==> src/rtl/mem_arbiter.sv <==
// mem_arbiter: arbitrates a core and a DMA requester onto one single-port SRAM (one access at a time, gnt comb in IDLE, done pulse per owner, read data held per requester); ports clk/reset, core_*/dma_* req we addr di gnt done rdata, sram_ADDR/DI/EN/WE/DO, busy; define MEM_ARB_CORE_PRIO_EN for strict core priority instead of round-robin
module mem_arbiter #(
  parameter int AW = 16,
  parameter int DW = 32
) (
  input  logic          clk,
  input  logic          reset,
  input  logic          core_req,
  input  logic          core_we,
  input  logic [AW-1:0] core_addr,
  input  logic [DW-1:0] core_di,
  output logic          core_gnt,
  output logic          core_done,
  output logic [DW-1:0] core_rdata,
  input  logic          dma_req,
  input  logic          dma_we,
  input  logic [AW-1:0] dma_addr,
  input  logic [DW-1:0] dma_di,
  output logic          dma_gnt,
  output logic          dma_done,
  output logic [DW-1:0] dma_rdata,
  output logic [AW-1:0] sram_ADDR,
  output logic [DW-1:0] sram_DI,
  output logic          sram_EN,
  output logic          sram_WE,
  input  logic [DW-1:0] sram_DO,
  output logic          busy
);
  typedef enum logic [1:0] {IDLE, ISSUE, RDATA, DONE} state_t;
  state_t state;
  logic owner;
  logic we_q;
  logic win_core;
  logic grant;
`ifdef MEM_ARB_CORE_PRIO_EN
  assign win_core = core_req;
`else
  assign win_core = core_req && (!dma_req || owner);
`endif
  assign grant = !reset && state == IDLE && (core_req || dma_req);
  assign core_gnt = grant && win_core;
  assign dma_gnt = grant && !win_core;
  assign core_done = state == DONE && !owner;
  assign dma_done = state == DONE && owner;
  assign sram_EN = state == ISSUE;
  assign sram_WE = state == ISSUE && we_q;
  assign busy = state != IDLE;
  always_ff @(posedge clk or posedge reset) begin
    if (reset) begin
      state      <= IDLE;
      owner      <= 1'b1;
      we_q       <= 1'b0;
      sram_ADDR  <= '0;
      sram_DI    <= '0;
      core_rdata <= '0;
      dma_rdata  <= '0;
    end else begin
      case (state)
        IDLE: if (grant) begin
          state     <= ISSUE;
          owner     <= !win_core;
          we_q      <= win_core ? core_we : dma_we;
          sram_ADDR <= win_core ? core_addr : dma_addr;
          sram_DI   <= win_core ? core_di : dma_di;
        end
        ISSUE: state <= we_q ? DONE : RDATA;
        RDATA: begin
          state <= DONE;
          if (owner) dma_rdata <= sram_DO;
          else core_rdata <= sram_DO;
        end
        default: state <= IDLE;
      endcase
    end
  end
endmodule

==> config.mk <==
export PLATFORM = sky130hd
export DESIGN_NAME = mem_arbiter
export DESIGN_NICKNAME = d
export VERILOG_FILES = /design/src/rtl/mem_arbiter.sv
export SDC_FILE = /design/constraint.sdc
export NUM_CORES = 1
export LEC_CHECK = 0
export CORE_AREA = 2 2 112 114
export DETAILED_ROUTE_END_ITERATION = 10
export DIE_AREA = 0 0 114 116
export PLACE_DENSITY = 0.83
export SYNTH_ARGS = -nofsm -noshare
export SYNTH_HDL_FRONTEND = slang
export SYNTH_SLANG_ARGS = --single-unit
export TNS_END_PERCENT = 1
==> constraint.sdc <==
create_clock -name clk -period 10.6 [get_ports clk]
set_input_delay 1.59 -clock clk [delete_from_list [all_inputs] [get_ports clk]]
set_output_delay 1.59 -clock clk [all_outputs]
set_load 0.005 [all_outputs]
Yosys cells after proc, flatten, opt, wreduce, memory -nomap -nowiden

Index checks and enable logic that the tools add are counted.

Equality and inequality tests: 4
Multiplexer cells: 6
Bitwise operators: 1
Reduce and logical (&&, ||, !) cells: 19

Operator list:

| cell               | number |
|---|---|
| $mux 32            | 1 |
| $mux 16            | 1 |
| $logic_and 1x1->1  | 8 |
| $pmux 2 s3         | 1 |
| $reduce_and 2->1   | 3 |
| $eq 2x2->1 const B | 2 |
| $logic_not 1->1    | 4 |
| $eq 2x1->1 const B | 1 |
| $logic_not 2->1    | 1 |
| $logic_or 1x1->1   | 2 |
| $mux 1             | 2 |
| $mux 2             | 1 |
| $ne 2x2->1 const B | 1 |
| $reduce_bool 2->1  | 1 |
| $not 1->1          | 1 |

Register bits after elaboration: 116
Input port bits: 134
Word-level logic and storage cells: 37

Depth between registers and ports, before layout

Gate-level depths: netlist of run 1.

Word-level depth: 5
Mapped depth: 8
Mapped depth without buffers: 5

Least setup slack after synthesis of run 1

Ideal clock, no wire load.

Path type: input-to-output
Start: in dma_req
End: out core_gnt
Arrival: 2.208 ns
Data required time: 9.010 ns
Setup slack: 6.802 ns
Stages: 5
Buffers on the path: 3
Cells stage by stage: buf_2 > nand2b_1 > and3_4 > buf_6 > buf_6

Cells in the longest elaborated chain, start to end: 4
Elaborated cells on any way between the ends: 6
Classes of those cells: 6 x reduce/logical

RTL lines:

| what                | RTL line | source |
|---|---|---|
| start: declaration  | 15       | `input logic dma_req,` |
| $logic_not 1->1     | 38       | `assign win_core = core_req && (!dma_req \|\| owner);` |
| $logic_or 1x1->1    | 38       |  |
| $logic_and 1x1->1   | 38       |  |
| $logic_and 1x1->1 * | 41       | `assign core_gnt = grant && win_core;` |
| end: declaration    | 12       | `output logic core_gnt,` |

Every way passes the cells marked *; elsewhere a longest branch is shown, timed or not.

Worst setup path in the final report of run 1

Start: in reset
End: out core_gnt

Cells in the longest elaborated chain, start to end: 4

RTL lines:

| what                             | RTL line | source |
|---|---|---|
| start: declaration               | 7        | `input logic reset,` |
| $logic_not 1->1 (no source line) | n/a      |  |
| $logic_and 1x1->1 (2 in a row)   | 40       | `assign grant = !reset && state == IDLE && (core_req \|\| dma_req);` |
| $logic_and 1x1->1                | 41       |  |

Every way passes these cells.

==> reports/results.ini, run 1 <==
[setup_path]
cp_cell_sequence=clkdlybuf4s50_1, nor2b_4, buf_4, and3_4, clkdlybuf4s50_1
slowest_delay_ns=0.66
crit_path_end_kind=output port
cp-endpoint=core_gnt
crit_start=reset
start_kind=input port
r2r_end=sram_DI[27]
cp_slowest_cell=and3_4
cp.arrival_ns=3.93
cp_max_fo=52
critPathKind=in2out
r2r_slack_ns=8.16
required_ns=9.01
reg2regPathDepth=6
cp_common_cell=clkdlybuf4s50_1
worstReg2RegStart=state[0]

[global_route]
grt_overflow=0
grt_pass1_wl_um=22200
grt_usage_pct=22.3
grt_pass1_vias=4220
grt_max_degree=69
antenna_found_initial=0

[clocking]
cts_hold_buf=0
cts_buffers=17
clk_latency_ns=0.40
cts_sinks=116
clk_pin_slew_ns=0.05
cts_max_path_buffers=2
cts_max_level=4
post_cts_resized=0
cts_setup_buffers=0
cts_tree=built
cts-root-buf=clkbuf_16

[logic_synthesis]
synth-edff-count=0
synthAdderAreaFrac_pct=1.25
synth_top_area_share_pct=57.3
synth_top_family_by_area=multiplexers
synth-seq-cells=116
syn_area_per_cell_um2=14.7
yosysUniqueCellTypes=24
synth-compound-area-share_pct=10.6
synth_nets=481
yosys.area_share.simple_pct=11.6
syn_area_um2=5020
synthCells=342
ys_warn_count=0
synthArstFlopShare_pct=100
synthMuxAreaShare_pct=14.6
synth-seq-area-share_pct=57.8
synth_ff_type=dfrtp_1
yosysTopAreaCell=dfrtp_1
synth_xor_area_share_pct=0
netlist_top_cells_area=dfrtp_1 (57%), mux2_2 (14%), a221o_1 (9.8%)

[power]
combPwrFrac_pct=42.4
vdd_drop_max_uv=115
pwr-share-seq_pct=34.1
internal-power_mw=1.69
clkPwrFrac_pct=23.5
power_switching_mw=0.649
swShare_pct=27.7
p_leak_nw=3.51
p_per_area_nw_per_um2=287

[final_layout]
drive_above_1_share_pct=17.5
final_cell_mix=clkdlybuf4s50_1 (252), dfrtp_1 (115), mux2_2 (63), and4b_1 (49), a221o_1 (49)
design_area_um2=8150
layout_commonest_cell=clkdlybuf4s50_1
register_area_um2=2900
syn_to_final_growth_pct=62.3
fill_cells=845
multiInputGateArea_um2=1910
final_util_pct=68.5
num_antenna_cells=0
fin_nets=722

[run_status]
outcome=complete, no violations

[hold_path]
min_delay_path_depth=1
worstHoldPathType=reg2reg

[placed_design]
portBuffers=252
dpl.hpwl_um=10500
placed_area_um2=7580
routabilityCongestion=0.765

[detailed_routing]
drc=0
vias=4037
totalWireLength_um=14600
drtPass1Iterations=4
antenna_left=0
drtIter0Drc=224
vias_per_cell=5.45
wire_per_inst_um=19.7

[die]
start_util_pct=42.2
io_pins=253
fp.dieW_um=114
dieArea_um2=13200
core.rowCount=40
core_um2=11900
die_y_um=116

[timing]
final-setup-viol-count=0
drv_slew=0
period_share_pct=52.1
tns_ns=0
finalCriticalPeriod_ns=5.52
finalHoldViolCount=0
rsz0062_at_grt=false
max_freq_mhz=181
skew_ns=0.00721
tightest_slew_ns=1.29
max_slew_margin_pct=13.7
hold_slack_ns=0.492

[flow_run]
max_cap_viol_count=0

[through the flow]
| step | worst slack (ns) | instances | total power [mW] |
|---|---|---|---|
| detailed placement | 5.11 | 711 | 1.80 |
| finish | 5.08 | 741 | 2.34 |
| global placement | 5.17 | 711 | 1.76 |
| global route | 4.98 | 741 | 2.47 |
| floorplan | 5.94 | 342 | 1.21 |
| CTS | 5.10 | 741 | 2.36 |
[Yosys cell counts (all sizes together) (2+ instances only)]
master and n:
ha 5, nand2b 3, o21ai 3, inv 4, nor2b 2, and2 3
buf 19, mux2 65, dfrtp 115, clkbuf 16, and4b 49, a221o 49
nor2 2, o211ai 2
[how the worst min path moves through the flow]
stage | from | slack (ns) | end
final | core_rdata[24] | 0.49 | core_rdata[24]
after global routing | core_rdata[24] | 0.51 | core_rdata[24]
after CTS | core_rdata[24] | 0.49 | core_rdata[24]
after detailed placement | core_rdata[24] | 0.48 | core_rdata[24]
after global placement | core_rdata[23] | 0.48 | core_rdata[23]
after floorplan | we_q | 0.47 | we_q
[worst max-delay path: cells and delay by family]
family,cells,cell delay [ns]
simple gates,2,0.80
buf+inv,3,1.51
[layout make-up]
| type | instances | area share, % |
|---|---|---|
| Clock inverter | 10 | 1.32 |
| Sequential cell | 116 | 35.6 |
| Multi-Input combinational cell | 187 | 23.5 |
| Timing Repair Buffer | 257 | 31.4 |
| Inverter | 4 | 0.215 |
| Clock buffer | 20 | 5.72 |
| Tap cell | 147 | 2.26 |
[power by group through the flow]
stage,clock (mW),combinational [mW],sequential (mW)
global route,0.582,1.06,0.825
CTS,0.561,1.00,0.799
global placement,0,0.972,0.790
finish,0.550,0.991,0.798
detailed placement,0,1.00,0.800
floorplan,0,0.412,0.795
[sequential cells by signal (all words and copies together) (netlist names)]
name	count
dma_rdata	32
core_rdata	32
sram_ADDR	16
we_q	1
state	2
owner	1
sram_DI	32
[per-layer routing]
layer,global-route usage (%),wire length [um],vias to the layer above
li1,-,-,1819
met1,25.0,5610,1980
met2,37.7,7120,210
met3,8.47,1500,28
met4,10.4,389,0
met5,0,0,-
[logic make-up after synthesis]
kind of cell / after synthesis
adder cells (fa/ha/maj): 5
AO/OA/AOI/OAI: 55
buffers and inverters: 39
flip-flops: 116
AND/OR/NAND/NOR: 62
multiplexers: 65
No activity file was read; power rests on OpenSTA's default activity.
==> run 2: changes to the inputs <==
--- a/config.mk
+++ b/config.mk
@@ -5,10 +5,10 @@
 export SDC_FILE = /design/constraint.sdc
 export NUM_CORES = 1
 export LEC_CHECK = 0
-export CORE_AREA = 2 2 112 114
+export CORE_AREA = 2 2 122 124
 export DETAILED_ROUTE_END_ITERATION = 10
-export DIE_AREA = 0 0 114 116
-export PLACE_DENSITY = 0.83
+export DIE_AREA = 0 0 124 126
+export PLACE_DENSITY = 0.75
 export SYNTH_ARGS = -nofsm -noshare
 export SYNTH_HDL_FRONTEND = slang
 export SYNTH_SLANG_ARGS = --single-unit
==> constraint.sdc (replaced) <==
create_clock -name clk -period 4.65 [get_ports clk]
set_input_delay 0.6975 -clock clk [delete_from_list [all_inputs] [get_ports clk]]
set_output_delay 0.6975 -clock clk [all_outputs]
set_load 0.005 [all_outputs]
==> run 2 against run 1 <==
Wire length up 1.1%. Worst setup slack worse by 3.5 ns. Via count up 0.12%. Clock skew up 0.0031 ns. First-iteration DRC count down 21%. Critical path depth unchanged. Register-to-register slack worse by 6.2 ns. Clock-buffer cell count down 2. Critical path type is now reg2out. Critical endpoint is now dma_gnt. Largest power group unchanged.
==> reports/results.ini, run 2 (same netlist as run 1, synthesis figures left out) <==
[die]
core.rowCount=44
start_util_pct=35.1
core_um2=14300
dieArea_um2=15600
die_y_um=126
fp.dieW_um=124
io_pins=253

[clocking]
post_cts_resized=0
clk_pin_slew_ns=0.06
cts_buffers=17
cts-root-buf=clkbuf_16
cts_max_path_buffers=2
cts_hold_buf=0
clk_latency_ns=0.41
cts_setup_buffers=0
cts_max_level=4
cts_tree=built
cts_sinks=116

[setup_path]
cp_max_fo=17
slowest_delay_ns=0.51
cp.arrival_ns=2.36
cpLargestDelayFamily=buffers and inverters
cp_cell_sequence=inv_1, ha_1, nor2b_4, and3b_1, clkdlybuf4s50_1
cp_slowest_cell=clkdlybuf4s50_1
start_kind=flip-flop
cp_num_buf_inv=2
critPathKind=reg2out
crit_start=state[0]
worstReg2RegStart=state[0]
crit_path_end_kind=output port
required_ns=3.95

[placed_design]
portBuffers=252
routabilityCongestion=0.747
dpl.hpwl_um=10700

[final_layout]
fill_cells=1144
top_regs=core_rdata (32), dma_rdata (32), sram_DI (32)
final_cell_mix=clkdlybuf4s50_1 (252), dfrtp_1 (115), mux2_2 (63), and4b_1 (49), a221o_1 (49)
fin_nets=726
layout_commonest_cell=clkdlybuf4s50_1
drive_above_1_share_pct=18.3
syn_to_final_growth_pct=65.9

[timing]
rsz0062_at_grt=false
finalHoldViolCount=0
tns_ns=0
max_slew_margin_pct=55.0
hold_slack_ns=0.488
period_share_pct=65.7
final-setup-viol-count=0
drv_slew=0
max_freq_mhz=327
tightest_slew_ns=0.673
skew_ns=0.0103
finalCriticalPeriod_ns=3.05

[detailed_routing]
drtIter0Drc=176
vias_per_cell=5.14
wire_per_inst_um=18.8
drc=0
antenna_left=0
vias=4042
drtPass1Iterations=4
totalWireLength_um=14800

[global_route]
grt_pass1_vias=4271
antenna_found_initial=2
grt_usage_pct=18.7
grt_max_degree=79
grt_pass1_wl_um=22500
grt_overflow=0

[flow_run]
max_cap_viol_count=0

[hold_path]
worstHoldPathType=reg2reg
hold_start=core_rdata[24]

[run_status]
outcome=complete, no violations

[power]
vdd_drop_max_uv=254
p_per_area_nw_per_um2=663
total_power_mw=5.53
p_leak_nw=3.58

## run 2: cell count changes in the layout (fill, tap and decap cells not counted), moves of 3 or more
cell / before / now
buf_4: 5 / 8
bufinv_16: 2 / 5
clkinv_2: 5 / 1
clkinv_4: 0 / 5
## run 2: area by class of cell
class                      instances  area (um2)  area share [%]
antenna                            2        5.00          0.0600
clock buffer                      18         439            5.27
clock inverter                    14         224            2.69
inverter                           4        17.5           0.210
multi-input combinational        187        1910            23.0
sequential                       116        2900            34.8
tap                              184         230            2.76
timing repair buffer             261        2600            31.2
## run 2: power breakdown
part	switching (mW)	leakage (nW)	internal (mW)	total, mW
clock network	0.479	0.321	0.971	1.45
registers	0.292	1.39	1.52	1.81
logic	0.747	1.86	1.52	2.27
## run 2: final timing paths
kind / slack (ns) / endpoint / depth (start not counted)
setup / recovery: 1.60 / dma_gnt / 5
max in group asynchronous: 3.02 / dma_rdata[1] / 3
min in group asynchronous: 0.81 / sram_DI[15] / 2
setup reg to reg: 1.98 / sram_ADDR[12] / 7
hold reg to reg: 0.49 / core_rdata[24] / 1
hold / removal: 0.49 / core_rdata[24] / 1
## run 2: layer usage
| metal | routed length, um | track usage (%) | vias to the layer above |
|---|---|---|---|
| li1 | - | - | 1839 |
| met1 | 5660 | 20.8 | 1978 |
| met2 | 7220 | 31.8 | 208 |
| met3 | 1610 | 7.79 | 17 |
| met4 | 296 | 7.27 | 0 |
| met5 | 0 | 0 | - |
## run 2: per-stage QoR
step / std cells / setup slack [ns] / util (%) / cell area, um2
finish: 786 / 1.60 / 58.2 / 8340
global route: 786 / 1.43 / 58.2 / 8340
CTS: 784 / 1.57 / 58.2 / 8330
detailed placement: 752 / 1.61 / 53.6 / 7670
global placement: 752 / 1.66 / 53.6 / 7670
floorplan: 342 / 0.882 / - / 5020
